## config.mk

```make
export PLATFORM = sky130hd
export DESIGN_NAME = prescaled_counter
export DESIGN_NICKNAME = d
export VERILOG_FILES = /design/src/rtl/prescaled_counter.sv
export SDC_FILE = /design/constraint.sdc
export NUM_CORES = 1
export LEC_CHECK = 0
export ABC_AREA = 1
export CAP_MARGIN = 0
export CELL_PAD_IN_SITES_DETAIL_PLACEMENT = 1
export CELL_PAD_IN_SITES_GLOBAL_PLACEMENT = 2
export CORE_UTILIZATION = 35
export DETAILED_ROUTE_END_ITERATION = 10
export DONT_BUFFER_PORTS = 1
export PLACE_DENSITY = 0.88
export SYNTH_ARGS = -nofsm -noshare
export SYNTH_HDL_FRONTEND = slang
export SYNTH_SLANG_ARGS = --single-unit
```

## constraint.sdc

```tcl
create_clock -name clk -period 2.5 [get_ports clk]
set_clock_uncertainty 0.15 [all_clocks]
set_input_delay 0.5 -clock clk [delete_from_list [all_inputs] [get_ports clk]]
set_output_delay 0.5 -clock clk [all_outputs]
set_load 0.01 [all_outputs]
```

## src/rtl/prescaled_counter.sv

```systemverilog
// Up/down modulo counter stepped by an internal clock-enable prescaler (no derived clocks).
// Define PRESCALED_COUNTER_OVF_EN to add the sticky ovf flag with its ovf_clr input.
module prescaled_counter #(
    parameter int WIDTH    = 8,
    parameter int DIV      = 50_000_000,
    parameter bit SATURATE = 1'b0
) (
    input  logic             clk,
    input  logic             rst,
    input  logic             en,
    input  logic             up,
    input  logic             load,
    input  logic [WIDTH-1:0] load_val,
    input  logic [WIDTH-1:0] max_val,
`ifdef PRESCALED_COUNTER_OVF_EN
    input  logic             ovf_clr,
    output logic             ovf,
`endif
    output logic [WIDTH-1:0] count,
    output logic             tick,
    output logic             tc
);

    localparam int            DW       = (DIV > 1) ? $clog2(DIV) : 1;
    localparam logic [DW-1:0] DIV_LAST = DW'(DIV - 1);

    logic [DW-1:0]    divcnt;
    logic             step;
    logic             boundary;
    logic [WIDTH-1:0] next_count;
    logic [WIDTH-1:0] load_clamped;

    assign step         = en && (divcnt == DIV_LAST);
    assign load_clamped = (load_val > max_val) ? max_val : load_val;

    // Compare before stepping, so an all-ones max_val never needs a carry bit.
    // NOTE: every output gets a default first, so no path leaves a latch behind.
    always_comb begin
        next_count = count;
        boundary   = 1'b0;
        if (up) begin
            if (count >= max_val) begin
                boundary   = 1'b1;
                next_count = SATURATE ? max_val : '0;
            end else begin
                next_count = count + WIDTH'(1);
            end
        end else begin
            if (count > max_val) begin
                next_count = max_val;
            end else if (count == '0) begin
                boundary   = 1'b1;
                next_count = SATURATE ? '0 : max_val;
            end else begin
                next_count = count - WIDTH'(1);
            end
        end
    end

    // NOTE: registered state uses non-blocking assignments so every flop samples pre-edge values.
    always_ff @(posedge clk) begin
        if (rst) begin
            count  <= '0;
            divcnt <= '0;
            tick   <= 1'b0;
            tc     <= 1'b0;
        end else if (load) begin
            count  <= load_clamped;
            divcnt <= '0;
            tick   <= 1'b0;
            tc     <= 1'b0;
        end else begin
            tick <= 1'b0;
            tc   <= 1'b0;
            if (step) begin
                divcnt <= '0;
                count  <= next_count;
                tick   <= 1'b1;
                tc     <= boundary;
            end else if (en) begin
                divcnt <= divcnt + DW'(1);
            end
        end
    end

`ifdef PRESCALED_COUNTER_OVF_EN
    // A boundary step outranks ovf_clr, so a wrap is never lost to a concurrent clear.
    always_ff @(posedge clk) begin
        if (rst) begin
            ovf <= 1'b0;
        end else if (step && !load && boundary) begin
            ovf <= 1'b1;
        end else if (ovf_clr) begin
            ovf <= 1'b0;
        end
    end
`endif

endmodule

```

# Yosys cells after proc, flatten, opt, wreduce, memory -nomap -nowiden

Index checks and enable logic that the tools add are counted.

$add $sub $neg: 3
$mul: 0
Div/mod/pow operators: 0
Order comparisons: 3
Equal/unequal tests: 1
Shift operators: 0
Multiplexer cells: 12
Bitwise operators: 1
Reductions and logical operators: 6

Operators by type and width:

| operator                | number |
|---|---|
| $mux W8                 | 7 |
| $add A26 B1 Y26 const B | 1 |
| $eq A26 B26 Y1 const B  | 1 |
| $gt A8 B8 Y1            | 2 |
| $add A8 B1 Y8 const B   | 1 |
| $ge A8 B8 Y1            | 1 |
| $logic_not A8 Y1        | 1 |
| $sub A8 B1 Y8 const B   | 1 |
| $reduce_or A3 Y1        | 2 |
| $mux W1                 | 5 |
| $reduce_bool A2 Y1      | 1 |
| $reduce_or A2 Y1        | 1 |
| $logic_and A1 B1 Y1     | 1 |
| $not A1 Y1              | 1 |

Register bits: 36
Latch bits: 0
RAM bits: 0
ROM bits: 0
Input port bits: 21
Output and inout bits: 10
Word-level logic and storage cells: 30
Memories: 0

# Logic depth before layout (Yosys ltp)

Word-level depth: 6
Mapped depth: 16
Gate-level depth less buffers: 16

# Worst setup path before layout

OpenSTA, ideal clock, no wires.

Path type: in2reg
From: in max_val[7]
To: reg count[1]
Setup time: 0.066 ns
Arrival time: 1.839 ns
Data required time: 2.284 ns
Slack: 0.445 ns
Stages: 10
Buffers on the path: 1
Cells stage by stage: inv_1 > ha_1 > a21o_1 > nor2_2 > and3_1 > clkbuf_1 > nand3_1 > nand2_1 > nand2_1 > a21oi_2

Cells in the longest elaborated chain, start to end: 5
Elaborated cells between the ends (all ways): 9
Classes of those cells: 3 x order compare; 6 x mux

RTL lines:

| element                                      | RTL line | source |
|---|---|---|
| start, declared                              | 14       | `input logic [WIDTH-1:0] max_val,` |
| $gt A8 B8 Y1 or $ge A8 B8 Y1 (tied branches) | 49, 42   |  |
| $mux W8 (on tied branches)                   | 49, 42   |  |
| $mux W8                                      | 41       | `if (up) begin` |
| $mux W8                                      | 75       | `if (step) begin` |
| $mux W8 *                                    | 67       | `end else if (load) begin` |
| end signal, assigned                         | 68       | `count <= load_clamped;` |
| end signal, assigned                         | 77       | `count <= next_count;` |
| end, declared                                | 19       | `output logic [WIDTH-1:0] count,` |

Mark *: on every way between the ends. The rest lies on a longest branch, timed or not. The select of a mux whose other input is x is not followed.
A chain may end at the register's enable or synchronous reset.

# Final worst setup path

From: reg count[0]
To: reg count[0]

Cells in the longest elaborated chain, start to end: 6
Elaborated cells between the ends (all ways): 11
Classes of those cells: 2 x add/sub; 2 x order compare; 6 x mux; 1 x reduce/logical

RTL lines:

| element                                           | RTL line | source |
|---|---|---|
| $sub A8 B1 Y8 or $logic_not A8 Y1 (tied branches) | 55, 51   |  |
| $mux W8                                           | 51       | `end else if (count == '0) begin` |
| $mux W8                                           | 49       | `if (count > max_val) begin` |
| $mux W8 *                                         | 41       |  |
| $mux W8 *                                         | 75       |  |
| $mux W8 *                                         | 67       |  |

Marked as above.

==> flow_metrics.py <==
metrics = {
    "worst_setup_path": {
        "worstSetupPathType": "flip-flop to flip-flop",
        "path_common_cell": "nand2_1",
        "crit_chain": "inv_1 > ha_1 > inv_1 > nand2_1 > nand2_1 > nand2_1 > nand2_1 > nand2_1 > nand2_2 > nand2_4 > nand2_1 > nand2_1 > nand2_1 > nand2_1 > nand2_1 > a21oi_1",
        "cpPeakStageDelay_ps": 320,
        "critPathMaxFanout": 10,
        "startpoint_type": "flip-flop",
        "slowest_stage": "dfxtp_1",
        "end_kind": "flip-flop",
        "r2r.worst_path.cells": 16,
        "worst-endpoint-arrival_ps": 2190,
        "cp.required_ps": 2580,
    },
    "floorplanning": {
        "die_area_sq_um": 8830,
        "start_util_pct": 36.0,
        "rows": 33,
        "die-width_microns": 94.0,
        "die_h_microns": 94.0,
        "core_sq_um": 8220,
        "ioPinCount": 31,
    },
    "timing": {
        "period_needed_ps": 2110,
        "drv_slew": 0,
        "tns_ps": 0,
        "worst_pin_slew_ps": 453,
        "relSlewSlack_pct": 69.7,
        "rsz0062_at_grt": "no",
        "setup_violations": 0,
        "fmax_mhz": 473,
        "hold_viol_final": 0,
        "period_share_pct": 84.6,
    },
    "placed_design": {
        "dp.final_hpwl_mm": 6.95,
        "placed_cells": 564,
        "port_buffers": 0,
        "place_congestion": 0.913,
    },
    "layout": {
        "fin_nets": 507,
        "final_common_cell": "nand2_1",
        "area_delta_synth_final_pct": 6.38,
        "fillers": 1103,
        "drive_gt1_share_pct": 8.35,
        "mostFrequentLayoutCells": "nand2_1, nor2_1, inv_1",
        "layoutNonFillerInstCount": 572,
        "n_antenna_cell": 0,
    },
    "power_and_ir_drop": {
        "power_density_nw_per_um2": 459,
        "power_mw": 1.45,
        "p_leak_nw": 1.36,
        "peakVddDrop_mv": 0.209,
    },
    "clock_tree": {
        "numCtsBuffers": 5,
        "cts_setup_buffers": 0,
        "cts-root-buf": "clkbuf_8",
        "clk_latency_ps": 300,
        "cts_tree": "yes",
        "htree_levels": 2,
        "clk_path_buf_depth": 2,
        "cts_hold_buf": 0,
        "clk_pin_slew_ps": 80,
        "ctsResizeCount": 0,
        "cts_num_sinks": 36,
    },
    "synth": {
        "yosys_warnings": 0,
        "syn-num-nets": 505,
        "ys_seq_area_share_pct": 24.4,
        "ys_ff_latch": 36,
        "netlist_area_sq_um": 2960,
        "synthCells": 464,
        "synth_cell_types": 36,
        "syn-mean-instance-area_sq_um": 6.38,
    },
    "grt": {
        "grt_max_degree": 22,
        "antenna_found_initial": 0,
        "grt_pass1_vias": 2845,
        "grt-ovfl-total": 0,
        "grt_pass1_wl_mm": 14.5,
        "track_usage_pct": 21.0,
    },
    "route": {
        "via_count": 2915,
        "first_iter_violations": 107,
        "drtAntennaViolNets": 0,
        "drt_pass1_iterations": 4,
        "vias_per_cell": 5.10,
        "drt-total-wl_mm": 8.59,
        "wl_per_cell_microns": 15.0,
        "drc_errors": 0,
    },
    "flow_run": {
        "maxCapViolations": 0,
    },
    "outcome": {
        "status": "complete, no violations",
    },
    "hold_path": {
        "hp-class": "input pin to flip-flop",
        "hold_path_depth": 1,
    },
}
[per-stage QoR]
step | area, sq um | setup WS, ps | util (%) | hold WS, ps
final | 3150 | 386 | 38.3 | 150
after global routing | 3150 | 153 | 38.3 | 153
after CTS | 3150 | 409 | 38.3 | 147
after detailed placement | 3060 | 143 | 37.3 | 335
after global placement | 3060 | 157 | 37.3 | 325
after floorplan | 2960 | 445 | - | 309
[cell families after synthesis]
kind of cell,share of synthesized area (%)
and+or+nand+nor,40.8
DFF,24.4
xor gates and xnor gates,6.81
adders and majority gates,8.46
AOI/OAI and AO/OA,9.22
buffers and inverters,10.3
[registers in the layout, summed over array words and instances (netlist names)]
| name | flops |
|---|---|
| divcnt | 26 |
| count | 8 |
| tc | 1 |
| tick | 1 |
[cell type report]
class,count,area [sq um],share of cell area (%)
clock inverter,1,8.76,0.278
multi-input combinational,360,1930,61.4
inverter,52,195,6.20
tap,105,131,4.17
clock buffer,7,76.3,2.42
sequential,36,721,22.9
timing repair buffer,11,82.6,2.62
[critical path, delay by kind of cell (launching register included)]
kind                       cells  cell delay, ps
adders and majority gates      1             210
DFF                            1             320
buffers and inverters          2             270
AOI/OAI and AO/OA              1             120
and+or+nand+nor               12            1000
[routing by layer]
layer,vias up,track usage [%],wire length (microns)
met4,0,4.23,63
met2,45,31.9,3530
met1,1365,30.7,4520
met5,-,0,0
li1,1500,-,-
met3,5,3.96,484
[worst paths after layout]
kind                                 start    endpoint  slack, ps
worst min-delay path                   rst        tick        150
worst max-delay path              count[0]    count[0]        390
worst min register to register  divcnt[17]  divcnt[17]        350
worst max register to register    count[0]    count[0]        390
[cells in the mapped netlist (all sizes together)]
cell type,instances,area share [%]
o21bai,1,0.25
nand2,121,16
clkbuf,2,0.25
nand3,45,7.6
and2,2,0.51
buf,14,3.5
xnor2,6,1.8
ha,20,8.5
or2,1,0.21
o21a,1,0.25
a21oi,31,5.5
o21ai,16,3.0
dfxtp,36,24
xor2,17,5.0
nor3,15,2.9
inv,51,6.5
nor3b,3,1.1
nor2,63,8.8
nand3b,1,0.25
a21o,1,0.25
and3,1,0.21
nand4,15,3.2
clkinv,1,0.13
[power by group]
group	total, mW	leakage, nW	internal [mW]	switching, mW
sequential	0.594	0.292	0.585	0.00889
combinational	0.421	1.02	0.152	0.269
clock	0.431	0.0424	0.200	0.232
Power figures use the tool's default switching activity.
